### config.mk
export PLATFORM = sky130hd
export DESIGN_NAME = vc_arbiter
export DESIGN_NICKNAME = d
export VERILOG_FILES = /design/src/rtl/vc_arbiter.sv
export SDC_FILE = /design/constraint.sdc
export NUM_CORES = 1
export LEC_CHECK = 0
export BUFFER_PORTS_ARGS = -buffer_cell sky130_fd_sc_hd__buf_2
export CAP_MARGIN = 20
export CORE_MARGIN = 10
export CORE_UTILIZATION = 40
export CTS_CLUSTER_DIAMETER = 50
export DETAILED_ROUTE_END_ITERATION = 10
export PLACE_DENSITY = 0.83
export SYNTH_ARGS = -nofsm -noshare
export SYNTH_HDL_FRONTEND = slang
export SYNTH_SLANG_ARGS = --single-unit
### constraint.sdc
create_clock -name clk -period 2.4 [get_ports clk]
set_input_delay 0.48 -clock clk [delete_from_list [all_inputs] [get_ports clk]]
set_output_delay 0.48 -clock clk [all_outputs]
set_load 0.02 [all_outputs]
### src/rtl/vc_arbiter.sv
// vc_arbiter: moves words from four source FIFOs into one destination FIFO and configures FIFO thresholds.
// Build option PRIORITY_RR_EN: round-robin grant; left undefined, fixed priority with source 0 highest.
//
// state  | meaning
// RESET  | held by reset, outputs cleared
// INIT   | loading alto/bajo thresholds while init=1
// IDLE   | no work pending, waiting for a non-empty source
// ACTIVE | granting pops and forwarding words to the destination

module vc_arbiter #(
    parameter int DATA_WIDTH = 10,
    parameter int THR_WIDTH  = 3
) (
    input  logic                    clk,
    input  logic                    reset,
    input  logic                    init,
    input  logic [THR_WIDTH-1:0]    umbral_alto_in,
    input  logic [THR_WIDTH-1:0]    umbral_bajo_in,
    input  logic [3:0]              src_empty,
    input  logic [3:0]              src_almost_empty,
    input  logic [4*DATA_WIDTH-1:0] src_data,
    input  logic                    dst_full,
    input  logic                    dst_almost_full,
    output logic [3:0]              src_pop,
    output logic                    dst_push,
    output logic [DATA_WIDTH-1:0]   dst_data,
    output logic [THR_WIDTH-1:0]    alto_out,
    output logic [THR_WIDTH-1:0]    bajo_out,
    output logic [3:0]              state,
    output logic                    idle_out,
    output logic [7:0]              transfer_cnt
);

    typedef enum logic [3:0] {
        ST_RESET  = 4'b0001,
        ST_INIT   = 4'b0010,
        ST_IDLE   = 4'b0100,
        ST_ACTIVE = 4'b1000
    } state_t;

    state_t                state_q;
    state_t                state_d;
    logic [3:0]            eligible;
    logic [3:0]            grant_d;
    logic                  pop_allowed;
    logic [DATA_WIDTH-1:0] pop_word;
    logic                  cnt_clear;

    assign state    = state_q;
    assign idle_out = (state_q == ST_IDLE);

    always_ff @(posedge clk) begin
        if (!reset) begin
            state_q <= ST_RESET;
        end else begin
            state_q <= state_d;
        end
    end

    always_comb begin
        state_d = state_q;
        case (state_q)
            ST_RESET: state_d = ST_INIT;
            ST_INIT: begin
                if (!init) state_d = ST_IDLE;
            end
            ST_IDLE: begin
                if (init)                                      state_d = ST_INIT;
                else if (!(&src_empty) && !dst_almost_full)    state_d = ST_ACTIVE;
            end
            ST_ACTIVE: begin
                if (init)                                      state_d = ST_INIT;
                else if ((&src_empty) && (src_pop == 4'b0000)) state_d = ST_IDLE;
            end
            default: state_d = ST_RESET;
        endcase
    end

    // A source that is almost empty and was just popped may already be drained; skip it once.
    assign eligible    = ~src_empty & ~(src_almost_empty & src_pop);
    assign pop_allowed = (state_q == ST_ACTIVE) && !init && !dst_full && !dst_almost_full;

`ifdef PRIORITY_RR_EN
    logic [1:0] rr_ptr_q;
    logic [1:0] grant_idx;
    logic [1:0] cand;
    logic       found;

    always_comb begin
        grant_d   = 4'b0000;
        grant_idx = rr_ptr_q;
        cand      = rr_ptr_q;
        found     = 1'b0;
        for (int k = 0; k < 4; k++) begin
            cand = rr_ptr_q + 2'(k);
            if (!found && eligible[cand]) begin
                found     = 1'b1;
                grant_idx = cand;
            end
        end
        if (pop_allowed && found) grant_d[grant_idx] = 1'b1;
    end

    // rr_ptr_q holds where the next search starts: one past the last granted source.
    always_ff @(posedge clk) begin
        if (!reset) begin
            rr_ptr_q <= 2'd0;
        end else if (state_d == ST_INIT) begin
            rr_ptr_q <= 2'd0;
        end else if (grant_d != 4'b0000) begin
            rr_ptr_q <= grant_idx + 2'd1;
        end
    end
`else
    always_comb begin
        grant_d = 4'b0000;
        if (pop_allowed) begin
            if (eligible[0])      grant_d = 4'b0001;
            else if (eligible[1]) grant_d = 4'b0010;
            else if (eligible[2]) grant_d = 4'b0100;
            else if (eligible[3]) grant_d = 4'b1000;
        end
    end
`endif

    always_comb begin
        pop_word = '0;
        for (int i = 0; i < 4; i++) begin
            if (src_pop[i]) pop_word = src_data[i*DATA_WIDTH +: DATA_WIDTH];
        end
    end

    // Pushes that complete while in INIT are not counted toward the new session.
    assign cnt_clear = (state_d == ST_INIT) || (state_q == ST_INIT);

    always_ff @(posedge clk) begin
        if (!reset) begin
            src_pop      <= 4'b0000;
            dst_push     <= 1'b0;
            dst_data     <= '0;
            alto_out     <= '0;
            bajo_out     <= '0;
            transfer_cnt <= 8'd0;
        end else begin
            src_pop  <= grant_d;
            dst_push <= |src_pop;
            dst_data <= pop_word;
            if ((state_q == ST_INIT) && init) begin
                alto_out <= umbral_alto_in;
                bajo_out <= umbral_bajo_in;
            end
            if (cnt_clear) begin
                transfer_cnt <= 8'd0;
            end else if (dst_push && (transfer_cnt != 8'hFF)) begin
                transfer_cnt <= transfer_cnt + 8'd1;
            end
        end
    end

endmodule

==> impl_metrics.py, run 1 <==
metrics = {
    "routing": {
        "drc_errors": 0,
        "drt_iter0_drc": 95,
        "viasPerCell": 5.244,
        "vias": 1631,
        "wl_um": 4767,
        "dr.pass1.iters": 4,
        "routedWlPerCell_um": 15.33,
        "ant_nets": 0,
    },
    "timing": {
        "period_minus_slack_ns": 1.790,
        "fin_tns_setup_ns": 0,
        "fmax_mhz": 558.5,
        "period_share": 0.7460,
        "setup_viol": 0,
        "rsz0062_at_grt": "false",
        "hold_violations": 0,
        "max_slew_margin": 0.5556,
        "drv_slew": 0,
        "tightest_slew_ns": 0.6653,
        "finClkSkew_ns": 0.004674,
    },
    "grt": {
        "grt_use_met2": 0.2492,
        "busiest_layer": "met2",
        "grt_overflow": 0,
        "grtUsageMet3": 0.05076,
        "antenna_found_initial": 0,
        "grt_pass1_wl_um": 7603,
        "grt.met1_usage": 0.1595,
        "grt_pass1_vias": 1590,
        "grt_usage": 0.1444,
        "grt_max_degree": 25,
    },
    "pwr": {
        "ir_drop_uv": 340.8,
        "p_total_mw": 1.096,
        "p_switching_uw": 254.9,
        "powerDensity_nw_per_um2": 514.2,
        "internal_power_uw": 841.4,
        "p_leak_nw": 1.007,
        "p_comb_frac": 0.114,
        "pwr-share-clk": 0.371,
        "p_sw_frac": 0.2325,
        "seq_power_share": 0.516,
    },
    "clocking": {
        "clkTransAtPathRegs_ns": 0.06,
        "cts-htree-levels": 2,
        "cts_tree": "yes",
        "post_cts_buffers": 0,
        "clock_latency_ns": 0.28,
        "cts.sinks": 33,
        "cts_buffers": 5,
        "cts-resized-gates": 0,
        "hold_buffers": 0,
        "cts_root_buf": "clkbuf_8",
        "cts_buffer_depth": 2,
    },
    "die": {
        "fp.dieH_um": 82.13,
        "initial_utilization": 0.4186,
        "fp-row-count": 22,
        "die_area_um2": 6745,
        "core_um2": 3689,
        "io-pin-count": 93,
        "die_w_um": 82.13,
    },
    "yosys": {
        "async_flop_share": 0,
        "netlist.area_leader.share": 0.4279,
        "ys_warn_count": 0,
        "seq_area_frac_synth": 0.4279,
        "synth-seq-cells": 33,
        "syn_avg_cell_area_um2": 9.082,
        "synthFlopType": "dfxtp_1",
        "synth.most_common_cell": "dfxtp_1",
        "synth_area_leaders": "dfxtp_1 43%, a221oi_1 5.7%, o31ai_1 5.3%, nor2_1 4.6%, mux2i_1 4.5%",
        "synth_area_um2": 1544,
        "yosys.cell_types.count": 36,
        "synthTopCellsByCount": "33 x dfxtp_1, 19 x nor2_1, 14 x nand3_1",
        "synth_cells": 170,
        "yosysTopAreaCell": "dfxtp_1",
        "synth_edf_count": 0,
        "syn_nets": 230,
    },
    "worst_setup_path": {
        "path_max_fanout": 24,
        "worst_setup_path_start_kind": "flop",
        "critical_path_class": "reg -> out",
        "cp.arrival_ns": 1.31,
        "cp_top_family": "flip-flops",
        "slowest_stage": "dfxtp_1",
        "path_buf_inv": 1,
        "crit_chain": "buf_2",
        "crit_start": "src_pop[2]",
        "end_kind": "output port",
        "r2r_start": "src_pop[1]",
        "required_ns": 1.92,
        "cpPeakStageDelay_ns": 0.74,
    },
    "flow_run": {
        "cap_violations": 0,
    },
    "hold_path": {
        "hp-start": "src_empty[2]",
        "hold_class": "in -> reg",
    },
    "cells_and_area": {
        "seqCellArea_um2": 660.6,
        "drive_gt1_frac": 0.3954,
        "antennaDiodeCount": 0,
        "design_area_um2": 2132,
        "nFillCells": 367,
        "multi_input_area_um2": 842.1,
        "finalNetCount": 323,
        "final_util": 0.5780,
        "area_growth_pct": 38.09,
    },
    "placed_design": {
        "dp_hpwl_um": 3787,
        "placed_area_um2": 2046,
        "port_buffers": 92,
        "place_congestion": 0.8299,
    },
    "status": {
        "outcome": "finished, final reports clean",
    },
}
[worst paths after layout]
check / end / slack, ns / depth (start not counted)
min: src_pop[2] / 0.39 / 2
min reg2reg: alto_out[2] / 0.49 / 2
max: src_pop[2] / 0.61 / 1
max reg2reg: src_pop[3] / 0.72 / 3
[cell usage in the layout, fill, tap and decap left out, drive strengths merged, types with 2 or more instances in the layout]
| cell type | synthesis | layout |
|---|---|---|
| nand2b | 2 | 2 |
| a211oi | 2 | 2 |
| a21oi | 6 | 6 |
| nand2 | 6 | 6 |
| o21ai | 3 | 3 |
| inv | 4 | 4 |
| a31oi | 2 | 2 |
| nand4 | 4 | 4 |
| clkbuf | 5 | 7 |
| nand3 | 14 | 14 |
| dfxtp | 33 | 33 |
| buf | 2 | 93 |
| a221oi | 10 | 10 |
| o31ai | 11 | 11 |
| and4 | 4 | 4 |
| mux2i | 7 | 7 |
| nor2b | 11 | 11 |
| nor3 | 3 | 3 |
| xor2 | 5 | 5 |
| nor4b | 3 | 3 |
| nor2 | 19 | 19 |
[power by group through the flow]
| stage | Combinational (mW) | Clock (mW) | Sequential [mW] |
|---|---|---|---|
| 2_1_floorplan | 0.0439 | 0 | 0.586 |
| 3_3_place_gp | 0.123 | 0 | 0.577 |
| 3_5_place_dp | 0.125 | 0 | 0.577 |
| 4_1_cts | 0.125 | 0.426 | 0.565 |
| 5_1_grt | 0.138 | 0.461 | 0.567 |
| 6_report | 0.124 | 0.406 | 0.565 |
[cells by family after synthesis]
group           share of synthesized area
simple gates                       0.2674
compound gates                     0.1904
flops                              0.4279
buf+inv                           0.02674
mux                               0.04538
xor+xnor                          0.03404
fa+ha+maj                        0.008102
[metal layers]
layer  routed length (um)  share of wire
met1                 1902           0.40
met4                   56          0.012
met5                    0              0
met3                  365          0.077
met2                 2441           0.51
[metrics by stage]
step / hold slack [ns] / cells / setup slack (ns)
2_1_floorplan: 0.5443 / 170 / 0.6298
3_3_place_gp: 0.4712 / 304 / 0.6384
3_5_place_dp: 0.4869 / 304 / 0.6196
4_1_cts: 0.3772 / 311 / 0.6022
5_1_grt: 0.3724 / 311 / 0.5035
6_report: 0.3889 / 311 / 0.6095
[flip-flops by register name, summed over array words and instances, names as in the netlist]
signal / flops
dst_push: 1
alto_out: 3
transfer_cnt: 8
state: 4
dst_data: 10
src_pop: 4
bajo_out: 3
[cell type report]
cell class | count | area share
clock buffers | 7 | 0.04049
multi-input cells | 126 | 0.3950
inverters | 4 | 0.007042
well taps | 48 | 0.02817
repair buffers | 93 | 0.2195
flip-flops and latches | 33 | 0.3099
Power figures use the tool's default switching activity.
==> run 2: changes to the inputs <==
==> constraint.sdc (replaced) <==
create_clock -name clk -period 1.82 [get_ports clk]
set_input_delay 0.364 -clock clk [delete_from_list [all_inputs] [get_ports clk]]
set_output_delay 0.364 -clock clk [all_outputs]
set_load 0.02 [all_outputs]
==> impl_metrics.py, run 2 (synthesis gave the netlist of run 1 again) <==
metrics = {
    "status": {
        "outcome": "finished, final reports clean",
    },
    "cells_and_area": {
        "antennaDiodeCount": 0,
        "final_common_cell": "buf_2",
        "largest_reg_flops": 10,
        "drive_gt1_frac": 0.4045,
        "final_util": 0.5831,
        "finalNetCount": 326,
        "top_register": "dst_data",
        "final_cell_mix": "92 x buf_2, 33 x dfxtp_1, 19 x nor2_1",
        "reg.largest.list": "dst_data: 10 flops, transfer_cnt: 8 flops",
        "area_growth_pct": 39.30,
    },
    "clocking": {
        "clkTransAtPathRegs_ns": 0.07,
        "hold_buffers": 0,
        "cts-resized-gates": 0,
        "cts-htree-levels": 2,
        "clock_latency_ns": 0.28,
        "cts.sinks": 33,
        "post_cts_buffers": 0,
        "cts_tree": "yes",
        "cts_buffers": 5,
        "cts_buffer_depth": 2,
        "cts_root_buf": "clkbuf_8",
    },
    "worst_setup_path": {
        "path_max_fanout": 8,
        "cp_top_family": "simple AND/OR/NAND/NOR gates",
        "reg2regPathDepth": 4,
        "crit_chain": "or3b_2 -> nand2b_1 -> nand4_1 -> nor3_1",
        "end_kind": "flop",
        "r2r_end": "transfer_cnt[6]",
        "r2r_start": "state[0]",
        "r2r_slack_ns": 0.17,
        "critical_path_class": "reg -> reg",
        "slowest_stage": "or3b_2",
        "cpPeakStageDelay_ns": 0.48,
        "worst_setup_path_start_kind": "flop",
        "required_ns": 1.97,
        "path_buf_inv": 0,
        "cp.arrival_ns": 1.80,
    },
    "routing": {
        "viasPerCell": 5.171,
        "vias": 1629,
        "routedWlPerCell_um": 15.03,
        "drt_iter0_drc": 77,
        "ant_nets": 0,
        "drc_errors": 0,
        "wl_um": 4735,
        "dr.pass1.iters": 4,
    },
    "hold_path": {
        "hold_class": "in -> reg",
        "min_to": "src_pop[0]",
        "hold_depth": 2,
        "hp-start": "src_empty[0]",
    },
    "timing": {
        "drv_slew": 0,
        "hold_violations": 0,
        "fmax_mhz": 606.5,
        "rsz0062_at_grt": "false",
        "period_share": 0.9059,
        "finClkSkew_ns": 0.004431,
        "fin_tns_setup_ns": 0,
        "max_slew_margin": 0.5476,
        "period_minus_slack_ns": 1.649,
        "fin_ws_ns": 0.1712,
        "setup_viol": 0,
        "tightest_slew_ns": 0.6771,
    },
    "grt": {
        "grt_pass1_vias": 1652,
        "grt_pass1_wl_um": 7652,
        "antenna_found_initial": 0,
        "grt_usage": 0.1427,
        "grt_overflow": 0,
        "grt_max_degree": 16,
    },
    "placed_design": {
        "port_buffers": 92,
        "dp_slack_ns": 0.1609,
        "dp_hpwl_um": 3858,
        "place_congestion": 0.8355,
    },
    "die": {
        "core_um2": 3689,
        "io-pin-count": 93,
        "fp-row-count": 22,
        "die_w_um": 82.13,
        "die_area_um2": 6745,
        "fp.dieH_um": 82.13,
        "initial_utilization": 0.4186,
    },
    "flow_run": {
        "cap_violations": 0,
    },
    "pwr": {
        "ir_drop_uv": 458.1,
        "powerDensity_nw_per_um2": 663.3,
        "p_leak_nw": 1.024,
        "p_total_mw": 1.427,
    },
}
==> run 2: cell types whose count changed in the layout (fill, tap and decap cells not counted), sizes merged <==
cell    delta
buf        +3
clkbuf     -1
clkinv     +2
==> run 2: cell type report <==
class | count | area, um2
fillers | 348 | 1538
multi-input cells | 126 | 842.1
flip-flops and latches | 33 | 660.6
repair buffers | 96 | 490.5
clock buffers | 6 | 72.57
well taps | 48 | 60.06
inverters | 4 | 15.01
clock inverters | 2 | 10.01
==> run 2: stage by stage <==
stage               hold WS (ns)  std cells  area (um2)
global placement          0.4706        307        2068
floorplan                 0.4283        170        1544
global route              0.2735        315        2151
detailed placement        0.4778        307        2068
finish                    0.2687        315        2151
CTS                       0.2610        315        2151
==> run 2: worst reg2reg max path, stage by stage, from the launching register on <==
cell and delay [ns]:
dfxtp_1 0.44, or3b_2 0.48, nand2b_1 0.17, nand4_1 0.32, nor3_1 0.11
==> run 2: how the worst max path moves through the flow <==
| stage | end | cells past startpoint | start |
|---|---|---|---|
| final | transfer_cnt[6] | 4 | state[0] |
| after global routing | transfer_cnt[4] | 4 | state[1] |
| after CTS | transfer_cnt[6] | 4 | state[0] |
| after detailed placement | src_pop[3] | 5 | init |
| after global placement | src_pop[3] | 5 | init |
| after floorplan | idle_out | 1 | state[2] |
==> run 2: metal layers <==
layer,routed length (um),track usage,part of all wire,vias to the layer above
li1,-,-,-,830
met1,1880,0.1609,0.40,743
met2,2417,0.2500,0.51,49
met3,376,0.03888,0.079,7
met4,61,0.05612,0.013,0
met5,0,0,0,-
==> run 2: where the power goes <==
group	internal (mW)	switching (mW)	total, mW
clock network	0.264	0.253	0.517
logic	0.0769	0.0876	0.165
registers	0.733	0.0122	0.745
total	1.07	0.352	1.43
